## config.mk

```make
export PLATFORM = sky130hd
export DESIGN_NAME = serial_ripple_subtractor
export DESIGN_NICKNAME = d
export VERILOG_FILES = /design/src/rtl/serial_sub_pkg.sv /design/src/rtl/full_subtractor.sv /design/src/rtl/serial_ripple_subtractor.sv
export SDC_FILE = /design/constraint.sdc
export NUM_CORES = 1
export LEC_CHECK = 0
export ABC_AREA = 1
export BUFFER_PORTS_ARGS = -buffer_cell sky130_fd_sc_hd__buf_4
export CAP_MARGIN = 30
export CORE_UTILIZATION = 50
export CTS_BUF_LIST = sky130_fd_sc_hd__clkbuf_8
export DETAILED_ROUTE_END_ITERATION = 12
export GPL_ROUTABILITY_DRIVEN = 0
export PLACE_DENSITY_LB_ADDON = 0.25
export SLEW_MARGIN = 20
export SYNTH_ARGS = -nofsm -noshare
export SYNTH_HDL_FRONTEND = slang
export SYNTH_SLANG_ARGS = --single-unit
```

## constraint.sdc

```tcl
create_clock -name clk -period 3.9 [get_ports clk]
set_clock_uncertainty 0.1 [all_clocks]
set_input_delay 0.39 -clock clk [delete_from_list [all_inputs] [get_ports clk]]
set_output_delay 0.39 -clock clk [all_outputs]
set_load 0.05 [all_outputs]
```

## src/rtl/serial_sub_pkg.sv

```systemverilog
// Shared types and helpers for the bit-serial subtractor.
package serial_sub_pkg;

  typedef enum logic [1:0] {
    IDLE = 2'd0,
    RUN  = 2'd1,
    DONE = 2'd2
  } state_t;

  function automatic int cnt_width(input int w);
    return (w < 2) ? 1 : $clog2(w);
  endfunction

endpackage

```

## src/rtl/full_subtractor.sv

```systemverilog
// One-bit full-subtractor cell; purely combinational, no backpressure.
module full_subtractor (
  input  logic x,
  input  logic y,
  input  logic bi,
  output logic d,
  output logic bo
);

  assign d  = x ^ y ^ bi;
  assign bo = (~x & y) | (~(x ^ y) & bi);

endmodule

```

## src/rtl/serial_ripple_subtractor.sv

```systemverilog
// Bit-serial a - b - bin, LSB first; out_valid WIDTH edges after accept, held until out_ready.
// Single operation in flight, in_ready low while busy; SERIAL_SUB_OVF_EN adds a signed-overflow flag.
module serial_ripple_subtractor
  import serial_sub_pkg::*;
#(
  parameter int WIDTH = 8
) (
  input  logic             clk,
  input  logic             rst,
  input  logic             in_valid,
  output logic             in_ready,
  input  logic [WIDTH-1:0] a,
  input  logic [WIDTH-1:0] b,
  input  logic             bin,
  output logic             out_valid,
  input  logic             out_ready,
  output logic [WIDTH-1:0] diff,
  output logic             bout
`ifdef SERIAL_SUB_OVF_EN
  ,
  output logic             ovf
`endif
);

  localparam int CW = cnt_width(WIDTH);
  localparam logic [CW-1:0] LAST = CW'(WIDTH - 1);

  state_t           state;
  logic [WIDTH-1:0] a_sr;
  logic [WIDTH-1:0] b_sr;
  logic [WIDTH-1:0] res;
  logic             br;
  logic [CW-1:0]    cnt;
  logic             d_bit;
  logic             bo_bit;

  full_subtractor u_fs (
    .x  (a_sr[0]),
    .y  (b_sr[0]),
    .bi (br),
    .d  (d_bit),
    .bo (bo_bit)
  );

  assign in_ready  = (state == IDLE) && !rst;
  assign out_valid = (state == DONE);

  // res is a scratch shift register; diff only updates on the final bit so it stays stable outside DONE.
  always_ff @(posedge clk or posedge rst) begin
    if (rst) begin
      state <= IDLE;
      a_sr  <= '0;
      b_sr  <= '0;
      res   <= '0;
      br    <= 1'b0;
      cnt   <= '0;
      diff  <= '0;
      bout  <= 1'b0;
`ifdef SERIAL_SUB_OVF_EN
      ovf   <= 1'b0;
`endif
    end else begin
      case (state)
        IDLE: begin
          if (in_valid) begin
            a_sr  <= a;
            b_sr  <= b;
            br    <= bin;
            cnt   <= '0;
            state <= RUN;
          end
        end
        RUN: begin
          res  <= {d_bit, res[WIDTH-1:1]};
          br   <= bo_bit;
          a_sr <= a_sr >> 1;
          b_sr <= b_sr >> 1;
          cnt  <= cnt + CW'(1);
          if (cnt == LAST) begin
            state <= DONE;
            diff  <= {d_bit, res[WIDTH-1:1]};
            bout  <= bo_bit;
`ifdef SERIAL_SUB_OVF_EN
            // br is the borrow into the MSB stage here.
            ovf   <= br ^ bo_bit;
`endif
          end
        end
        DONE: begin
          if (out_ready) state <= IDLE;
        end
        default: state <= IDLE;
      endcase
    end
  end

endmodule

```

== After elaboration in Yosys (flattened, before gate mapping) ==
Index checks and enable logic that the tools add are counted.

* Mux-type cells: 12
* Bitwise operators: 7
* Reductions and logical operators: 7
* Add/subtract/negate cells: 1
* Equal/unequal tests: 6

{| class="wikitable"
|+ Operators with widths
! cell !! count
|-
| case mux 8 bit (2 select lines) || 2
|-
| two-way mux 8 bit || 2
|-
| two-way mux 2 bit || 3
|-
| case mux 2 bit (3 select lines) || 1
|-
| case mux 3 bit (2 select lines) || 1
|-
| != test 2 bit, second input constant || 2
|-
| AND reduction 2 bit || 2
|-
| adder 3 x 1 -> 3 bit, second input constant || 1
|-
| == test 3 bit, second input constant || 1
|-
| two-way mux 3 bit || 1
|-
| AND reduction 3 bit || 1
|-
| bitwise AND 1 bit || 2
|-
| == test 2 x 1 -> 1 bit, second input constant || 1
|-
| == test 2 bit, second input constant || 1
|-
| zero test 2 bit || 1
|-
| != test 2 x 1 -> 1 bit, second input constant || 1
|-
| inverter 1 bit || 2
|-
| case mux 1 bit (2 select lines) || 1
|-
| nonzero test 2 bit || 1
|-
| XOR 1 bit || 2
|-
| logical AND 1 bit || 1
|-
| zero test 1 bit || 1
|-
| two-way mux 1 bit || 1
|-
| OR 1 bit || 1
|}

* Register bits after elaboration: 39

== Longest topological paths before layout ==
Gate-level depths: netlist of the first run.

* Depth in word-level cells: 5
* Mapped depth: 7
* Mapped depth without buffers: 5

== Hierarchy ==
From an unflattened synthesis of the first run, not the netlist that was laid out.

* Cells, all modules: 225
* Area, all modules: 1818.0 um2

{| class="wikitable"
|+ Modules (own cells, without submodules)
! module !! cells an instance !! area each (um2) !! times used
|-
| serial_ripple_subtractor || 221 || 1786.7 || 1
|-
| full_subtractor || 4 || 31.3 || 1
|}

== Least setup slack after synthesis of the first run ==
No wires, ideal clock.

* Kind: reg-to-output
* From: register state[0]
* To: output port in_ready
* Setup slack: 1.585 ns
* Stages on the path, launching flop included: 4
* Arrival time: 1.825 ns
* Path buffers: 2
* Path through: dfrtp_1 > buf_2 > buf_2 > nor3_1

* Word-level cells in the longest chain between the ends: 2

{| class="wikitable"
|+ RTL lines
! element !! RTL line !! source
|-
| start, declared || serial_ripple_subtractor.sv:28 || <nowiki>state_t state;</nowiki>
|-
| start signal, assigned || serial_ripple_subtractor.sv:51 || <nowiki>state <= IDLE;</nowiki>
|-
| start signal, assigned || serial_ripple_subtractor.sv:70 || <nowiki>state <= RUN;</nowiki>
|-
| start signal, assigned || serial_ripple_subtractor.sv:80 || <nowiki>state <= DONE;</nowiki>
|-
| zero test 2 bit || serial_ripple_subtractor.sv:45 || <nowiki>assign in_ready = (state == IDLE) && !rst;</nowiki>
|-
| logical AND 1 bit || serial_ripple_subtractor.sv:45 ||
|-
| end, declared || serial_ripple_subtractor.sv:11 || <nowiki>output logic in_ready,</nowiki>
|}

No other way between the ends.

== Worst setup path after layout of the first run ==
* From: register state[0]
* To: register a_sr[5]

* Word-level cells in the longest chain between the ends: 3
* Elaborated cells on any way between the ends: 6

{| class="wikitable"
|+ RTL lines
! element !! RTL line !! source
|-
| == test 2 x 1 -> 1 bit or zero test 2 bit (tied branches) || serial_ripple_subtractor.sv:63 || <nowiki>case (state)</nowiki>
|-
| nonzero test 2 bit (no line) or != test 2 bit (tied branches) || -- ||
|-
| AND reduction 2 bit (no line) || -- ||
|-
| end signal, assigned || serial_ripple_subtractor.sv:76 || <nowiki>a_sr <= a_sr >> 1;</nowiki>
|-
| end, declared || serial_ripple_subtractor.sv:29 || <nowiki>logic [WIDTH-1:0] a_sr;</nowiki>
|}

Parallel ways exist; a longest one is shown, timed or not.
A chain may end at the register's enable or synchronous reset.

==> results.toml, run 1 <==
[critical_path]
critical_path_buf_inv_count = 0
worstSetupStartpointType = "flop"
r2r_start = "state[0]"
cp-startpoint = "state[0]"
crit_chain = "nand2_2 -> nand2_2 -> nand3_1 -> nand2_1"
critPathRequiredTime_ps = 4020
crit_top_cell = "nand2_2"
timing.rr.end = "a_sr[5]"
crit_path_end = "a_sr[5]"
path_class = "flop to flop"
r2r_slack_ps = 1820
path_max_fanout = 30
r2r_cells = 4
worst_path_max_delay_cell = "dfrtp_1"
worstPathArrival_ps = 2210
end_kind = "flop"
worst-path-stages = 4
slowest_delay_ps = 800
path_delay_family = "simple AND/OR/NAND/NOR gates"

[finish]
antenna_cells = 0
nets = 278
fin_util_pct = 63.1
drive_gt1_share_pct = 17.6
regArea_um2 = 951
finalNonFillerCells = 301
multiInputGateArea_um2 = 607
fillers = 326
area_growth_pct = 19.2

[grt]
grtUsageMet2_pct = 28.7
antenna_found_initial = 0
use_met1_pct = 29.6
grt-ovfl-total = 0
grt_max_degree = 31
grt_pass1_vias = 1229
track_usage_pct = 20.4
gr-usage-met3_pct = 6.83
grt_pass1_wl_um = 5490
busiest_layer = "met1"

[yosys]
synth_top_area_cell = "dfrtp_1"
syn_nets = 247
syn_inst = 223
synth_top_cell_area_share_pct = 53.4
synth_common_cells = "nand2_1, inv_1, dfrtp_1"
ys_ff_latch = 38
yosysMostFrequentCell = "nand2_1"
synth_area_per_cell_um2 = 7.99
synth_edf_count = 0
yosys.cell_types.count = 17
netlist_top_cells_area = "dfrtp_1, nand2_1, inv_1"
synthArstFlopShare_pct = 100
synth-main-ff-cell = "dfrtp_1"
yosysWarnings = 0
syn-cell-area_um2 = 1780
yosysSeqAreaShare_pct = 53.4

[clock_network]
cts_tree = "built"
clock-sinks = 38
cts_max_level = 2
clockRootBuffer = "clkbuf_8"
cts.clk_slew.worst_paths_ps = 70
clk-insertion-delay-late_ps = 290
hold_buffers = 0
cts.repair.resized = 0
numCtsBuffers = 5
post_cts_buffers = 0
clock_path_buffers = 2

[timing]
drv_slew = 0
final-setup-viol-count = 0
timing.fmax_ghz = 0.480
tightest_slew_ps = 743
slew-limit-headroom_pct = 50.1
setup_tns_ps = 0
finalCritPeriodShare_pct = 53.4
period_minus_slack_ps = 2080
rsz0062_at_grt = "no"
timing.final.hold_violations = 0

[die]
dieHeight_um = 61.7
fp-row-count = 21
start_util_pct = 53.0
dieWidth_um = 61.7
coreArea_um2 = 3360
num_io_pins = 32
fp.dieArea_um2 = 3810

[power]
p_leak_nw = 1.21
powerDensity_nw_per_um2 = 835
ir_drop_uv = 447

[hold_path]
hp-class = "primary input to async pin"

[placed_design]
dp.cells = 293
dp_hpwl_um = 2160
port_buffers = 31

[detailed_routing]
drcViolationCount = 0
routed_wl_um = 3260
drt_iter0_markers = 73
routedWlPerCell_um = 10.8
avgViaCountPerCell = 4.66
drtAntennaViolNets = 0
vias = 1402
dr.pass1.iters = 5

[job]
max_cap_violations = 0

[status]
outcome = "complete, no violations"
==> kinds of logic (layout without fill, tap and decap cells) <==
family / after synthesis / in the layout / share of synthesized area [%]
buf+inv: 50 / 82 / 12.6
simple gates: 111 / 111 / 25.5
fa+ha+maj: 3 / 3 / 2.53
flops: 38 / 38 / 53.4
compound gates: 21 / 21 / 6.04
==> worst min path at each step <==
stage                     startpoint  endpoint  slack, ps  cells past startpoint
after global placement       diff[0]   diff[0]        360                      2
after detailed placement     diff[0]   diff[0]        360                      2
after floorplan               cnt[1]    cnt[1]        350                      2
after CTS                        rst   diff[0]         80                      2
after global routing             rst    res[5]        110                      2
final                            rst   diff[0]         70                      2
==> layout make-up <==
type,count,share of cell area (%)
flip-flops and latches,38,44.8
multi-input cells,135,28.6
repair buffers,33,11.7
inverters,41,7.25
clock buffers,5,3.24
well taps,46,2.71
clock inverters,3,1.77
==> layout by cell type (no fill, tap or decap), drive strengths merged, types with 2 or more instances in the layout <==
master and instances:
a21oi 2, buf 33, clkbuf 5, dfrtp 38, ha 2, inv 43, nand2 90, nand3 17
nor2 3, o21ai 18
==> report_power, final <==
group	total (mW)	internal (mW)	leakage (nW)	switching [mW]
Sequential	0.690	0.575	0.473	0.115
Combinational	0.762	0.258	0.678	0.504
Clock	0.320	0.186	0.0607	0.134
Total	1.77	1.02	1.21	0.753
==> per-layer routing <==
metal | up-vias | routed length (µm)
met1 | 634 | 1620
met3 | 5 | 148
li1 | 729 | -
met4 | 0 | 44
met2 | 34 | 1440
met5 | - | 0
==> stage by stage <==
| stage | setup WS [ps] | cell area [µm²] | power (mW) | hold slack (ps) |
|---|---|---|---|---|
| 3_3_place_gp | 1900 | 2020 | 1.44 | 356 |
| 2_1_floorplan | 1590 | 1780 | 1.30 | 346 |
| 3_5_place_dp | 1830 | 2020 | 1.46 | 360 |
| 4_1_cts | 1800 | 2120 | 1.79 | 81.4 |
| 5_1_grt | 1620 | 2120 | 1.93 | 109 |
| 6_report | 1820 | 2120 | 1.77 | 74.9 |
==> sequential cells by signal (all words and copies together), names as in the netlist <==
name   flops
br         1
cnt        3
bout       1
b_sr       8
res        7
a_sr       8
state      2
diff       8
(Power assumes the default switching activity.)
==> run 2, diff against run 1 <==
- clock period: 3.9 -> 2 ns (I/O delays scaled with it)
==> results.toml, run 2 (same netlist as run 1, synthesis figures left out) <==
[timing]
timing.final.hold_violations = 0
final-setup-viol-count = 0
setup_tns_ps = 0
worst_slack_ps = 302
drv_slew = 0
timing.fmax_ghz = 0.589
period_minus_slack_ps = 1700
slew-limit-headroom_pct = 69.3
finalCritPeriodShare_pct = 84.9
rsz0062_at_grt = "no"
tightest_slew_ps = 461

[detailed_routing]
routed_wl_um = 3350
drt_iter0_markers = 111
drtAntennaViolNets = 0
routedWlPerCell_um = 11.0
vias = 1423
drcViolationCount = 0
dr.pass1.iters = 6
avgViaCountPerCell = 4.67

[die]
dieHeight_um = 61.7
fp-row-count = 21
fp.dieArea_um2 = 3810
coreArea_um2 = 3360
num_io_pins = 32
start_util_pct = 53.0
dieWidth_um = 61.7

[finish]
nets = 282
antenna_cells = 0
largest_registers = "a_sr (8), b_sr (8), diff (8)"
final_common_cell = "nand2_1"
fillers = 298
drive_gt1_share_pct = 19.3
fin_area_um2 = 2150
fin_util_pct = 64.0
final_cell_mix = "nand2_1, inv_1, dfrtp_1"
area_growth_pct = 20.8

[placed_design]
post-place-ws_ps = 510
dp_hpwl_um = 2320
place_area_um2 = 2040
port_buffers = 31

[power]
powerDensity_nw_per_um2 = 1590
p_sw_share_pct = 43.6
seqPwrFrac_pct = 38.8
p_leak_nw = 1.22
p_clk_share_pct = 15.7
p_sw_mw = 1.49
p_comb_share_pct = 45.5
ir_drop_uv = 759
power.internal_mw = 1.93

[critical_path]
worstPathArrival_ps = 1400
r2r_start = "state[0]"
critPathRequiredTime_ps = 1700
cp-startpoint = "state[0]"
worstSetupStartpointType = "flop"
path_class = "flop to primary output"
path_max_fanout = 16
end_kind = "primary output"

[grt]
grt_pass1_vias = 1278
grt_pass1_wl_um = 5500
grt_max_degree = 39
track_usage_pct = 20.4
antenna_found_initial = 0
grt-ovfl-total = 0

[clock_network]
clockRootBuffer = "clkbuf_8"
clk-insertion-delay-late_ps = 280
cts_max_level = 2
cts_tree = "built"
clock_path_buffers = 2
cts.clk_slew.worst_paths_ps = 70
numCtsBuffers = 5
clock-sinks = 38

[hold_path]
worstHoldStart = "b[7]"
hp-class = "primary input to flop"

[status]
outcome = "complete, no violations"

[job]
max_cap_violations = 0
-- run 2: final timing paths --
kind                             to  slack (ps)  cells after the start
setup reg to reg            b_sr[0]         500                      4
min in group asynchronous    res[1]         500                      4
setup / recovery           in_ready         300                      3
max in group asynchronous      bout         980                      4
hold / removal              b_sr[7]          80                      3
hold reg to reg             diff[0]         380                      2
-- run 2: timing repair --
item | 4_1_cts | 5_1_grt
endpoints found under the hold margin | 39 | 0
hold buffers | 2 | 0
resized for setup | 0 | 0
buffers inserted | 0 | 0
-- run 2: area by class of cell --
cell class	count	area, µm²	share of cell area [%]
well taps	46	57.6	2.67
multi-input cells	135	612	28.4
repair buffers	37	283	13.1
inverters	41	154	7.15
flip-flops and latches	38	951	44.2
clock inverters	2	12.5	0.581
clock buffers	6	82.6	3.84
-- run 2: power groups by stage --
stage / logic (mW) / registers (mW) / clock network, mW
after floorplan: 0.983 / 1.56 / 0
after global placement: 1.53 / 1.32 / 0
after detailed placement: 1.57 / 1.34 / 0
after CTS: 1.57 / 1.33 / 0.549
after global routing: 1.76 / 1.37 / 0.587
final: 1.56 / 1.33 / 0.538
-- run 2: layer usage --
layer,global-route usage (%),part of all wire [%],up-vias
met5,0,0,-
met4,6.35,0.72,0
met3,6.21,3.7,2
met2,31.5,46,25
met1,27.8,49,660
li1,-,-,736
-- run 2: stage by stage --
step | power, mW | hold WS, ps | instances
floorplan | 2.54 | 196 | 223
global placement | 2.85 | 265 | 295
detailed placement | 2.91 | 267 | 295
CTS | 3.45 | 75.6 | 305
global route | 3.71 | 89.3 | 305
finish | 3.42 | 80.5 | 305
-- run 2: critical path, cell delays in order (launching register included) --
cell and delay [ps]:
dfrtp_1 470, buf_4 240, nor3_2 180, buf_4 220
==> run 3, diff against run 2 <==
- clock period: 2 -> 1.8 ns (I/O delays scaled with it)
==> results.toml, run 3 (same netlist as run 1, synthesis figures left out) <==
[finish]
nets = 284
final_cell_mix = "nand2_1, inv_1, dfrtp_1"
drive_gt1_share_pct = 19.2
fillers = 321
antenna_cells = 0
final_common_cell = "nand2_1"
area_growth_pct = 22.3
largest_registers = "a_sr (8), b_sr (8), diff (8)"

[critical_path]
path_class = "flop to primary output"
worst_path_max_delay_cell = "dfrtp_1"
crit_chain = "buf_4 -> nor3_2 -> buf_4"
path_max_fanout = 12
crit_top_cell = "buf_4"
worstSetupStartpointType = "flop"
worstPathArrival_ps = 1410
slowest_delay_ps = 500
end_kind = "primary output"
critPathRequiredTime_ps = 1520
critical_path_buf_inv_count = 2
r2r_slack_ps = 330
path_delay_family = "flip-flops"

[power]
p_comb_share_pct = 44.5
ir_drop_uv = 857
seqPwrFrac_pct = 38.0
p_sw_share_pct = 42.0
p_clk_share_pct = 17.5
finalPower_mw = 3.91
powerDensity_nw_per_um2 = 1790
power.internal_mw = 2.27
p_sw_mw = 1.64
p_leak_nw = 1.24

[placed_design]
dp_hpwl_um = 2210
port_buffers = 31
post-place-ws_ps = 349

[grt]
antenna_found_initial = 0
grt_max_degree = 39
grt_pass1_wl_um = 5580
busiest_layer = "met2"
track_usage_pct = 20.7
grt-ovfl-total = 0
use_met1_pct = 28.9
grtUsageMet2_pct = 31.5
grt_pass1_vias = 1260
gr-usage-met3_pct = 5.18

[timing]
finalCritPeriodShare_pct = 93.7
slew-limit-headroom_pct = 69.8
worst_slack_ps = 114
final-setup-viol-count = 0
drv_slew = 0
timing.final.hold_violations = 0
setup_tns_ps = 0
period_minus_slack_ps = 1690
tightest_slew_ps = 453
holdWs_ps = 57.7
timing.fmax_ghz = 0.593
rsz0062_at_grt = "no"

[job]
max_cap_violations = 0

[die]
fp-row-count = 21
dieHeight_um = 61.7
fp.dieArea_um2 = 3810
num_io_pins = 32
coreArea_um2 = 3360
start_util_pct = 53.0
dieWidth_um = 61.7

[clock_network]
cts.repair.resized = 0
numCtsBuffers = 5
cts_tree = "built"
clockRootBuffer = "clkbuf_8"
cts_max_level = 2
clk-insertion-delay-late_ps = 290
clock_path_buffers = 2
cts.clk_slew.worst_paths_ps = 70
clock-sinks = 38

[detailed_routing]
routedWlPerCell_um = 10.7
drt_iter0_markers = 49
dr.pass1.iters = 5
vias = 1406
drcViolationCount = 0
avgViaCountPerCell = 4.58
routed_wl_um = 3280
drtAntennaViolNets = 0

[status]
outcome = "complete, no violations"

[hold_path]
hp-class = "primary input to flop"
## run 3: cell types whose count changed in the layout (fill, tap and decap cells not counted), sizes merged
cell	change
buf	+2
bufinv	+1
clkbuf	-1
clkinv	-1
clkinvlp	-1
inv	+2
## run 3: metrics by stage
| step | utilization [%] | std cells | instance area [µm²] |
|---|---|---|---|
| 3_3_place_gp | 61.0 | 297 | 2050 |
| 3_5_place_dp | 61.0 | 297 | 2050 |
| 2_1_floorplan | - | 223 | 1790 |
| 5_1_grt | 64.8 | 307 | 2180 |
| 6_report | 64.8 | 307 | 2180 |
| 4_1_cts | 64.8 | 307 | 2180 |
## run 3: path summary, 6_finish.rpt
kind                                from  cells past startpoint  endpoint
worst max-delay path            state[0]                      3  in_ready
worst min-delay path                b[7]                      3   b_sr[7]
max in group asynchronous            rst                      4   a_sr[7]
min in group asynchronous            rst                      4   b_sr[5]
worst max register to register    cnt[0]                      5   diff[5]
worst min register to register   b_sr[0]                      2   b_sr[0]
## run 3: layer usage
layer / share of wire (%) / up-vias / routed length, µm
li1: - / 742 / -
met1: 49 / 633 / 1620
met2: 46 / 26 / 1510
met3: 3.2 / 5 / 104
met4: 1.4 / 0 / 47
met5: 0 / - / 0
## run 3: layout make-up
| class | instances | area, µm² | share of cell area, % |
|---|---|---|---|
| Tap cell | 46 | 57.6 | 2.64 |
| Clock buffer | 5 | 68.8 | 3.16 |
| Sequential cell | 38 | 951 | 43.7 |
| Multi-Input combinational cell | 135 | 612 | 28.1 |
| Timing Repair Buffer | 39 | 298 | 13.7 |
| Clock inverter | 3 | 37.5 | 1.72 |
| Inverter | 41 | 154 | 7.06 |
## run 3: what timing repair did
action,CTS,global route
setup buffers,0,0
hold endpoints to repair,39,0
hold buffers,2,0
## run 3: worst min-delay path: stages
cell	delay (ps)
buf_4	110
nand2_1	50
o21ai_0	60
## run 3: power by group through the flow
| stage | clock network [mW] | logic, mW | registers [mW] |
|---|---|---|---|
| floorplan | 0 | 1.09 | 1.73 |
| global placement | 0 | 1.72 | 1.49 |
| detailed placement | 0 | 1.75 | 1.49 |
| CTS | 0.695 | 1.77 | 1.48 |
| global route | 0.737 | 1.99 | 1.53 |
| finish | 0.684 | 1.74 | 1.48 |
